==> src/rtl/pwr_event_sched.sv <==
// pwr_event_sched
// Round-robin scheduler that shares one read-modify-write incrementer among
// NREQ transition-event sources. Each source's events are buffered in a small
// saturating pending counter. A three-state FSM (IDLE -> READ -> WRITE) drains
// one event at a time into that source's transition counter.
//
// Ports
//   C        in   clock, rising edge
//   R_n      in   asynchronous active-low reset
//   ev       in   [NREQ]   per-source event strobe, one event per cycle per bit
//   clr      in   synchronous clear of counters, pending and overflow state
//   rd_sel   in   [SEL_W]  counter read select
//   rd_data  out  [CNT_W]  cnt[rd_sel], combinational; 0 for rd_sel >= NREQ
//   grant    out  [NREQ]   one-hot source being serviced; 0 when idle
//   busy     out  FSM is not IDLE
//   ovf      out  [NREQ]   sticky overflow: event dropped or counter wrapped
module pwr_event_sched #(
  parameter int NREQ   = 4,
  parameter int CNT_W  = 16,
  parameter int PEND_W = 3,
  parameter int SEL_W  = $clog2(NREQ)
) (
  input  logic              C,
  input  logic              R_n,
  input  logic [NREQ-1:0]   ev,
  input  logic              clr,
  input  logic [SEL_W-1:0]  rd_sel,
  output logic [CNT_W-1:0]  rd_data,
  output logic [NREQ-1:0]   grant,
  output logic              busy,
  output logic [NREQ-1:0]   ovf
);

  localparam logic [PEND_W-1:0] PEND_MAX = '1;
  localparam logic [SEL_W-1:0]  LG_INIT  = SEL_W'(NREQ - 1);

  typedef enum logic [1:0] {IDLE, READ, WRITE} state_t;

  state_t              state, state_nxt;
  logic [PEND_W-1:0]   pending [NREQ];
  logic [CNT_W-1:0]    cnt     [NREQ];
  logic [CNT_W-1:0]    acc;
  logic [SEL_W-1:0]    cur;
  logic [SEL_W-1:0]    lg;
  logic                found;
  logic [SEL_W-1:0]    pick;
  logic [SEL_W-1:0]    idx;
  logic [NREQ-1:0]     drain;
  logic [CNT_W-1:0]    rd_tab  [2**SEL_W];

  // Saturating pending-counter update; an event and a drain in the same
  // cycle cancel out.
  function automatic logic [PEND_W-1:0] pend_next(input logic [PEND_W-1:0] p,
                                                  input logic e, input logic d);
    if (e && !d)
      pend_next = (p == PEND_MAX) ? p : p + PEND_W'(1);
    else if (d && !e)
      pend_next = p - PEND_W'(1);
    else
      pend_next = p;
  endfunction

  function automatic logic pend_drop(input logic [PEND_W-1:0] p,
                                     input logic e, input logic d);
    pend_drop = e && !d && (p == PEND_MAX);
  endfunction

  // Rotating priority search starting just after the last-granted source.
  always_comb begin
    found = 1'b0;
    pick  = '0;
    idx   = '0;
    for (int k = 1; k <= NREQ; k++) begin
      idx = SEL_W'((int'(lg) + k) % NREQ);
      if (!found && pending[idx] != '0) begin
        found = 1'b1;
        pick  = idx;
      end
    end
  end

  always_comb begin
    state_nxt = state;
    drain     = '0;
    case (state)
      IDLE: begin
        if (found) begin
          state_nxt   = READ;
          drain[pick] = 1'b1;
        end
      end
      READ:    state_nxt = WRITE;
      WRITE:   state_nxt = IDLE;
      default: state_nxt = IDLE;
    endcase
  end

  always_ff @(posedge C or negedge R_n) begin
    if (!R_n) begin
      state <= IDLE;
      grant <= '0;
      cur   <= '0;
      lg    <= LG_INIT;
      acc   <= '0;
      ovf   <= '0;
      for (int i = 0; i < NREQ; i++) begin
        pending[i] <= '0;
        cnt[i]     <= '0;
      end
    end else if (clr) begin
      // Abandons any in-flight update; same-cycle events are discarded.
      state <= IDLE;
      grant <= '0;
      cur   <= '0;
      lg    <= LG_INIT;
      acc   <= '0;
      ovf   <= '0;
      for (int i = 0; i < NREQ; i++) begin
        pending[i] <= '0;
        cnt[i]     <= '0;
      end
    end else begin
      state <= state_nxt;
      for (int i = 0; i < NREQ; i++) begin
        pending[i] <= pend_next(pending[i], ev[i], drain[i]);
        if (pend_drop(pending[i], ev[i], drain[i]))
          ovf[i] <= 1'b1;
      end
      case (state)
        // IDLE -> READ: latch the granted source
        IDLE: begin
          if (found) begin
            cur   <= pick;
            grant <= NREQ'(1) << pick;
          end
        end
        // READ -> WRITE: increment with wrap
        READ: acc <= cnt[cur] + CNT_W'(1);
        // WRITE -> IDLE: commit and advance the round-robin pointer
        WRITE: begin
          cnt[cur] <= acc;
          if (acc == '0)
            ovf[cur] <= 1'b1;
          lg    <= cur;
          grant <= '0;
        end
        default: ;
      endcase
    end
  end

  assign busy = (state != IDLE);

  // Pad the read table so out-of-range selects return zero.
  for (genvar j = 0; j < 2**SEL_W; j++) begin : g_rd
    if (j < NREQ) begin : g_live
      assign rd_tab[j] = cnt[j];
    end else begin : g_pad
      assign rd_tab[j] = '0;
    end
  end

  assign rd_data = rd_tab[rd_sel];

endmodule

==> config.mk <==
export PLATFORM = sky130hd
export DESIGN_NAME = pwr_event_sched
export DESIGN_NICKNAME = d
export VERILOG_FILES = /design/src/rtl/pwr_event_sched.sv
export SDC_FILE = /design/constraint.sdc
export NUM_CORES = 1
export LEC_CHECK = 0
export BUFFER_PORTS_ARGS = -buffer_cell sky130_fd_sc_hd__buf_2
export CAP_MARGIN = 10
export CORE_MARGIN = 2
export CORE_UTILIZATION = 35
export DETAILED_ROUTE_END_ITERATION = 16
export GPL_ROUTABILITY_DRIVEN = 0
export GPL_TIMING_DRIVEN = 0
export SYNTH_ARGS = -nofsm -noshare
export SYNTH_HDL_FRONTEND = slang
export SYNTH_SLANG_ARGS = --single-unit
==> constraint.sdc <==
create_clock -name C -period 6.4 [get_ports C]
set_input_delay 0.64 -clock C [delete_from_list [all_inputs] [get_ports C]]
set_output_delay 0.64 -clock C [all_outputs]
set_load 0.03 [all_outputs]
# ---- After elaboration in Yosys (flattened, before gate mapping)
# Cells that the tools add are included.
dict set report totals {
  register_bits 106
  latchBits 0
  mem_bits_rw 0
  rom_bits 0
  out_inout_bits 25
  n_memories 0
}
dict set report classes {
  addsub 13
  n_mul 0
  div 0
  n_lt_le_gt_ge 11
  n_eq_ne 11
  shifts 1
  n_mux 74
  bitwise_logic 7
  reduce_logical 51
}
# op count
set ops {}
lappend ops {{64-bit two-way mux} 2}
lappend ops {{16-bit two-way mux} 7}
lappend ops {{16-bit binary-select mux with 2-bit select} 2}
lappend ops {{64-bit bitwise mux} 1}
lappend ops {{3-bit two-way mux} 20}
lappend ops {{16-bit demux with 2-bit select} 1}
lappend ops {{4-bit two-way mux} 7}
lappend ops {{3-bit nonzero test} 9}
lappend ops {{3-bit binary-select mux with 2-bit select} 4}
lappend ops {{2-bit two-way mux} 11}
lappend ops {{3-bit greater-or-equal comparator (second input constant)} 6}
lappend ops {{1-bit logical AND} 18}
lappend ops {{2-bit inverter with 3-bit output} 6}
lappend ops {{16-bit by 1-bit adder with 16-bit output (second input constant)} 1}
lappend ops {{16-bit logical NOT} 1}
lappend ops {{3-bit != test (second input constant)} 5}
lappend ops {{1-bit two-way mux} 14}
lappend ops {{3-bit by 1-bit adder with 3-bit output (second input constant)} 4}
lappend ops {{3-bit == test (second input constant)} 4}
lappend ops {{12-bit two-way mux} 1}
lappend ops {{2-bit AND reduction} 6}
lappend ops {{3-bit by 1-bit subtractor with 3-bit output (second input constant)} 4}
lappend ops {{1-bit logical NOT} 11}
lappend ops {{2-bit nonzero test} 5}
lappend ops {{other kinds (13)} 18}

# ---- Depth between registers and ports, before layout
# Gate-level depths: netlist of the first run.
dict set report logic_depth {
  ltp_word 31
  depth_mapped 11
}

# ---- Worst setup path before layout of the first run
# Ideal clock, no wire load.
dict set report synth_path {
  path_kind {input-to-output}
  startpoint {input port rd_sel[0]}
  endpoint {output port rd_data[10]}
  arrival_ps 2241
  slack_ps 3519
  stages 3
  n_path_buf 2
  cell_sequence {clkbuf_1 buf_1 mux4_2}
}
dict set report synth_between {
  elab_chain_len 4
}
# item line
set synth_rtl {}
lappend synth_rtl {{start, declared} 27} ;# input logic [SEL_W-1:0] rd_sel,
lappend synth_rtl {{2-bit inverter with 3-bit output (not written as such)} 163} ;# assign rd_data = rd_tab[rd_sel];
lappend synth_rtl {{16-bit binary-select mux with 2-bit select} 163}
lappend synth_rtl {{16-bit two-way mux (not written as such) (2 in a row)} 163}
lappend synth_rtl {{end, declared} 28} ;# output logic [CNT_W-1:0] rd_data,
# No other way between the ends. The select of a mux whose other input is x is not followed.

# ---- Final worst setup path of the first run
dict set report layout_path {
  startpoint {input port rd_sel[0]}
  endpoint {output port rd_data[14]}
}
# Same word-level chain as after synthesis.

==> results of run 1 <==
-- registers in the layout, indices dropped and copies added (netlist names) --
signal / count
cnt: 64
acc: 16
pending: 12
grant: 4
ovf: 4
cur: 2
lg: 2
state: 2
-- through the flow --
| stage | setup slack (ns) | power (mW) | area [sq um] | util |
|---|---|---|---|---|
| floorplan | 3.52 | 1.50 | 5940 | - |
| detailed placement | 2.93 | 1.74 | 6400 | 0.386 |
| CTS | 2.93 | 2.30 | 6690 | 0.403 |
| global route | 2.78 | 2.45 | 6700 | 0.404 |
| finish | 3.00 | 2.30 | 6700 | 0.404 |
| global placement | 2.99 | 1.72 | 6370 | 0.384 |
-- cells in the final DEF, fill, tap and decap left out, drive strengths merged, types with 2 or more instances in the layout --
cell | Yosys | final
mux2 | 3 | 3
clkbuf | 36 | 46
nand4 | 4 | 4
inv | 13 | 13
dfstp | 2 | 2
a211oi | 17 | 17
buf | 9 | 42
o41ai | 2 | 2
nand2b | 2 | 2
and4b | 2 | 2
a2111oi | 2 | 2
nor2 | 33 | 33
nor4 | 8 | 8
and3 | 7 | 7
or3 | 13 | 13
nand3b | 2 | 2
fa | 4 | 4
nand2 | 153 | 153
mux4 | 32 | 32
and2 | 5 | 5
a221oi | 2 | 2
xor2 | 3 | 3
nand3 | 9 | 9
o31ai | 2 | 2
a21o | 4 | 4
nor2b | 8 | 8
clkinv | 0 | 3
dfrtp | 104 | 104
nor3 | 14 | 14
a21oi | 88 | 88
a22o | 2 | 2
xnor2 | 8 | 8
a311oi | 6 | 6
o21ai | 12 | 12
-- cell families (layout without fill, tap and decap cells) --
family,Yosys count,in the layout,share of synthesized area
compound gates,147,147,0.149
xor+xnor,11,11,0.0162
buf+inv,58,106,0.0406
flops,106,106,0.447
simple gates,262,262,0.200
fa+ha+maj,5,5,0.0156
mux,36,36,0.132
-- synthesized netlist by cell type (2+ instances only) --
cell / number
o31ai_1: 2
fa_1: 4
mux4_1: 5
xnor2_1: 8
a22o_1: 2
dfstp_2: 2
a21oi_1: 88
nor2_1: 33
nand4_1: 3
and3_1: 7
nor2b_1: 8
and4b_1: 2
nand2b_1: 2
mux2_2: 3
inv_1: 13
buf_1: 2
mux4_2: 27
nor3_1: 13
nand3b_1: 2
a311oi_1: 6
and2_1: 4
xor2_1: 3
buf_2: 4
dfrtp_1: 104
a21o_1: 4
a221oi_1: 2
a211oi_1: 17
nand2_1: 152
buf_6: 2
clkbuf_1: 36
nor4_1: 7
o21ai_0: 11
nand3_1: 9
or3_1: 13
o41ai_1: 2
-- metal layers --
layer  up-vias  GRT usage  wire [microns]
li1       2325          -               -
met1      2533      0.272            7510
met2       199      0.328            8150
met3        37     0.0435            1290
met4         0     0.0690             404
met5         -          0               0
-- worst min path at each step --
stage | to | slack [ns] | cells after the start
floorplan | acc[0] | 0.34 | 0
detailed placement | pending[8] | 0.52 | 1
finish | cnt[52] | 0.25 | 1
global route | cnt[52] | 0.29 | 1
CTS | cnt[52] | 0.27 | 1
global placement | grant[3] | 0.51 | 2
-- power breakdown --
group	internal [mW]	switching, mW
Combinational	0.336	0.552
Clock	0.301	0.254
Sequential	0.753	0.106
Total	1.39	0.912
-- layout make-up --
cell class | instances | area [sq um]
repair buffers | 33 | 193
plain buffers | 45 | 193
clock inverters | 5 | 56.3
flip-flops and latches | 106 | 2660
fillers | 1641 | 9890
well taps | 220 | 275
multi-input cells | 461 | 3050
clock buffers | 10 | 229
inverters | 13 | 48.8
-- worst reg2reg max path, stage by stage (launching register included) --
cell	delay, ns
dfstp_2	0.53
clkbuf_1	0.32
o31ai_1	0.20
o221a_2	0.32
o21ai_1	0.35
a21o_1	0.22
and2_1	0.17
fa_1	0.19
inv_1	0.06
a2111oi_0	0.49
a211oi_1	0.11
a211oi_1	0.23
==> flow_metrics.py, run 1 <==
metrics = {
    "floorplanning": {
        "fp.dieH_microns": 134,
        "core-area_sq_um": 16600,
        "dieWidth_microns": 134,
        "io_pins": 34,
        "initial_utilization": 0.358,
        "die-area_sq_um": 18000,
        "std_cell_rows": 47,
    },
    "finish": {
        "synthToLayoutAreaGrowth_pct": 12.7,
        "finalNetCount": 683,
        "antenna_cells": 0,
        "drive_above_1_share": 0.140,
        "final_cell_count_no_fill": 893,
    },
    "placement": {
        "dp.cells": 877,
        "dp_hpwl_mm": 12.0,
        "portBuffers": 31,
    },
    "drt": {
        "wl_per_cell_microns": 19.4,
        "vias": 5094,
        "drtIter0Drc": 389,
        "dr.pass1.iters": 5,
        "ant_nets": 0,
        "wl_mm": 17.4,
        "route.detailed.drc": 0,
        "vias_per_cell": 5.70,
    },
    "setup_path": {
        "crit_slowest_cell": "buf_1",
        "path_cells": "clkbuf_1 -> buf_1 -> mux4_2 -> buf_2",
        "max_stage_delay_ns": 0.79,
        "cp_num_buf_inv": 3,
        "r2r_end": "pending[8]",
        "r2r-start": "lg[1]",
        "critical_path.startpoint": "rd_sel[0]",
        "cp-endpoint": "rd_data[14]",
        "crit_cells": 4,
        "reg2reg_slack_ns": 3.11,
        "critPathCaptureType": "output pin",
        "worstSetupPathType": "in2out",
        "worstPathRequired_ns": 5.76,
        "cp-start-kind": "input pin",
        "worstRegToRegCells": 11,
        "crit_family": "buffers and inverters",
        "critPathMaxFanout": 10,
        "crit_arrival_ns": 2.76,
    },
    "yosys": {
        "synthArstFlopShare": 1.00,
        "synth_top_area_share": 0.438,
        "netlist_top_cells_area": "dfrtp_1 (44%), mux4_2 (10%), nand2_1 (9.6%)",
        "synth_ff_type": "dfrtp_1",
        "synth_area_sq_um": 5940,
        "ys_types": 58,
        "synth_edf_count": 0,
        "seq_area_frac_synth": 0.447,
        "avgSynthCellArea_sq_um": 9.51,
        "synthCells": 625,
        "synth-seq-cells": 106,
        "ys_warn_count": 0,
        "synth_top_cell_by_area": "dfrtp_1",
        "synth_nets": 639,
    },
    "timing": {
        "grt_setup_unrepaired": "false",
        "finalSetupTns_ns": 0,
        "drv_slew": 0,
        "relSlewSlack": 0.357,
        "layout_min_cycle_time_ns": 3.40,
        "period_share": 0.532,
        "holdWs_ns": 0.250,
        "worst_pin_slew_ns": 0.965,
        "setup_viol": 0,
        "clock.fmax_ghz": 0.294,
        "skew_ns": 0.00707,
        "hold_viol": 0,
    },
    "clock_tree": {
        "cts_max_level": 3,
        "cts_root_buf": "clkbuf_16",
        "cts_max_path_buffers": 2,
        "clk_pin_slew_ns": 0.07,
        "post_cts_buffers": 0,
        "holdBufCountCts": 0,
        "clk_latency_ns": 0.36,
        "numClockSinks": 106,
        "cts_tree": "built",
        "numCtsBuffers": 9,
        "cts_resized": 0,
    },
    "global_route": {
        "grt_pass1_wl_mm": 28.2,
        "antenna_found_initial": 0,
        "grt_max_degree": 70,
        "grt_overflow": 0,
        "track_usage": 0.203,
        "first_global_vias": 5172,
    },
    "pwr": {
        "powerDensity_nw_per_um2": 344,
        "power_leakage_nw": 2.70,
        "irDropWorstVdd_mv": 0.221,
    },
    "run_status": {
        "status": "complete, no violations",
    },
    "flow_run": {
        "cap_violations": 0,
    },
    "worst_hold_path": {
        "hp-class": "in2async",
    },
}
No activity file was read; power rests on OpenSTA's default activity.
==> inputs of run 2 (changes only) <==
ABC_AREA = 1   (was unset)
clock period = 2.9 ns   (was 6.4 ns; I/O delays follow)
==> flow_metrics.py, run 2 <==
metrics = {
    "setup_path": {
        "cp-endpoint": "pending[2]",
        "critical_path.startpoint": "lg[0]",
        "critPathCaptureType": "flop",
        "max_stage_delay_ns": 0.59,
        "crit_arrival_ns": 3.16,
        "path_cells": "inv_4 -> clkbuf_16 -> nand2_1 -> nand2_1 -> nor2_1 -> nand2_2 -> nand2_4 -> nand3_4 -> nor3_4 -> buf_6 -> nor2_4 -> nor2_4 -> nor2_4 -> fa_2 -> xnor2_2 -> inv_1 -> nand2_1 -> nand2_1 -> nand3_2 -> nand2_1",
        "r2r-start": "lg[0]",
        "crit_family": "simple AND/OR/NAND/NOR gates",
        "worstPathRequired_ns": 3.15,
        "crit_top_cell": "nand2_1",
        "reg2reg_slack_ns": -0.01,
        "worstRegToRegCells": 20,
        "critPathMaxFanout": 5,
        "crit_cells": 20,
        "worstSetupPathType": "reg2reg",
        "cp-start-kind": "flop",
        "crit_slowest_cell": "dfstp_2",
        "cp_num_buf_inv": 4,
        "r2r_end": "pending[2]",
    },
    "drt": {
        "dr.pass1.iters": 5,
        "vias": 5828,
        "route.detailed.drc": 0,
        "wl_per_cell_microns": 17.8,
        "drtIter0Drc": 504,
        "wl_mm": 19.0,
        "vias_per_cell": 5.46,
        "ant_nets": 0,
    },
    "global_route": {
        "track_usage": 0.214,
        "antenna_found_initial": 0,
        "grt_pass1_wl_mm": 30.3,
        "grt_overflow": 0,
        "first_global_vias": 5537,
        "grt_max_degree": 64,
    },
    "clock_tree": {
        "cts_root_buf": "clkbuf_16",
        "cts_max_level": 3,
        "cts_tree": "built",
        "clk_pin_slew_ns": 0.07,
        "cts_max_path_buffers": 2,
        "numClockSinks": 106,
        "numCtsBuffers": 9,
        "clk_latency_ns": 0.36,
    },
    "worst_hold_path": {
        "hp-class": "in2reg",
        "hold_start": "ev[3]",
    },
    "pwr": {
        "power.switching_mw": 2.18,
        "power_frac_seq": 0.338,
        "p_comb_frac": 0.430,
        "irDropWorstVdd_mv": 0.626,
        "power_leakage_nw": 3.17,
        "powerDensity_nw_per_um2": 720,
        "sw_frac_of_total": 0.420,
        "intPower_mw": 3.01,
        "clock_power_share": 0.232,
    },
    "floorplanning": {
        "dieWidth_microns": 136,
        "io_pins": 34,
        "die-area_sq_um": 18500,
        "core-area_sq_um": 17200,
        "std_cell_rows": 48,
        "initial_utilization": 0.355,
        "fp.dieH_microns": 136,
    },
    "placement": {
        "portBuffers": 32,
        "dp_hpwl_mm": 13.2,
    },
    "run_status": {
        "status": "complete, but fails checks",
        "violations": "negative setup slack",
    },
    "timing": {
        "skew_ns": 0.0130,
        "layout_min_cycle_time_ns": 2.91,
        "finalSetupTns_ns": -0.0146,
        "fin_ws_ns": -0.0146,
        "period_share": 1.01,
        "holdWs_ns": 0.316,
        "setup_viol": 1,
        "hold_viol": 0,
        "worst_pin_slew_ns": 0.725,
        "drv_slew": 0,
        "clock.fmax_ghz": 0.343,
        "relSlewSlack": 0.515,
        "grt_setup_unrepaired": "true",
    },
    "yosys": {
        "netlist_top_cells_area": "dfrtp_1 (43%), nand2_1 (9.5%), o22ai_1 (6.2%)",
        "synth_edf_count": 0,
        "avgSynthCellArea_sq_um": 7.87,
        "netlist_top_cells_count": "nand2_1 (154), dfrtp_1 (104), inv_1 (84)",
        "synth_area_sq_um": 6090,
        "yosysMostFrequentCell": "nand2_1",
        "synthArstFlopShare": 1.00,
        "synthCells": 774,
        "seq_area_frac_synth": 0.436,
        "synth_ff_type": "dfrtp_1",
        "ys_warn_count": 0,
        "ys_types": 48,
        "synth_nets": 788,
        "synth_top_area_share": 0.427,
        "synth_top_cell_by_area": "dfrtp_1",
        "synth-seq-cells": 106,
    },
    "finish": {
        "drive_above_1_share": 0.198,
        "mostFrequentLayoutCell": "nand2_1",
        "seq_area_sq_um": 2660,
        "largest-register": "cnt",
        "largest_reg_flops": 64,
        "finalNetCount": 852,
        "multi_input_area_sq_um": 3090,
        "nFillCells": 1786,
        "antenna_cells": 0,
        "synthToLayoutAreaGrowth_pct": 18.3,
        "layout_common_cells": "nand2_1 (142), dfrtp_1 (104), inv_1 (81)",
        "reg.largest.list": "cnt (64), acc (16), pending (12)",
    },
    "flow_run": {
        "cap_violations": 0,
    },
}
run 2: changes by cell type after synthesis, sizes merged, moves of 14 or more:
| cell | before | now |
|---|---|---|
| nand3 | 9 | 69 |
| nor2 | 33 | 50 |
| mux4 | 32 | 0 |
| clkbuf | 36 | 22 |
| a21oi | 88 | 63 |
| nand2 | 153 | 172 |
| o21ai | 12 | 71 |
| o22ai | 1 | 60 |
| inv | 13 | 93 |
| a211oi | 17 | 0 |
run 2: what timing repair did:
item	4_1_cts	5_1_grt
endpoints found under the hold margin	43	0
gates cloned	0	1
buffers inserted	9	10
pin swaps	21	35
hold buffers	1	0
setup endpoints to repair	5	7
gates resized for setup	27	24
run 2: worst min-delay path by stage:
stage                     slack (ns)  cells past startpoint          to
after global routing            0.34                      5  pending[8]
after floorplan               -0.006                      0      acc[0]
after detailed placement        0.33                      1     cnt[36]
after global placement          0.50                      2      acc[8]
final                           0.32                      5  pending[2]
after CTS                       0.31                      5  pending[8]
run 2: kinds of logic (layout without fill, tap and decap cells):
family | Yosys count | count (layout) | synth area share
AO/OA/AOI/OAI | 214 | 214 | 0.202
XOR/XNOR | 9 | 9 | 0.0129
adder cells (fa/ha/maj) | 5 | 5 | 0.0152
buffers and inverters | 130 | 198 | 0.0861
flip-flops | 106 | 106 | 0.436
AND/OR/NAND/NOR | 310 | 310 | 0.247
run 2: layout make-up:
type                    count  share of cell area
repair buffers             54              0.0516
multi-input cells         538               0.429
clock inverters             4             0.00504
plain buffers              35              0.0229
inverters                  94              0.0504
clock buffers              11              0.0337
well taps                 225              0.0391
flip-flops and latches    106               0.369
run 2: through the flow:
step | power, mW | worst slack, ns | cell area [sq um] | util | cells
after CTS | 5.03 | -0.0299 | 7030 | 0.409 | 1057
after detailed placement | 3.57 | -0.219 | 6560 | 0.382 | 1032
final | 5.18 | -0.0146 | 7200 | 0.419 | 1067
after global routing | 5.48 | -0.247 | 7200 | 0.419 | 1067
after global placement | 3.55 | -0.192 | 6530 | 0.380 | 1031
after floorplan | 3.09 | 0.125 | 6090 | - | 774
run 2: per-layer routing:
| layer | global-route usage | share of wire | vias up |
|---|---|---|---|
| met4 | 0.0648 | 0.017 | 0 |
| li1 | - | - | 2745 |
| met2 | 0.334 | 0.46 | 219 |
| met5 | 0 | 0 | - |
| met3 | 0.0418 | 0.058 | 31 |
| met1 | 0.300 | 0.47 | 2833 |
run 2: power by group through the flow:
stage | Sequential, mW | Clock [mW] | Combinational (mW)
after floorplan | 1.77 | 0 | 1.32
after global placement | 1.77 | 0 | 1.78
after detailed placement | 1.76 | 0 | 1.81
after CTS | 1.74 | 1.22 | 2.07
after global routing | 1.77 | 1.28 | 2.43
final | 1.75 | 1.20 | 2.23
run 2: worst reg2reg max path, stage by stage, from the launching register on:
cell and delay [ns]:
dfstp_2 0.59, inv_4 0.07, clkbuf_16 0.16, nand2_1 0.05, nand2_1 0.08, nor2_1 0.12
nand2_2 0.09, nand2_4 0.11, nand3_4 0.10, nor3_4 0.24, buf_6 0.13, nor2_4 0.05
nor2_4 0.15, nor2_4 0.06, fa_2 0.39, xnor2_2 0.16, inv_1 0.06, nand2_1 0.05
nand2_1 0.06, nand3_2 0.05, nand2_1 0.05
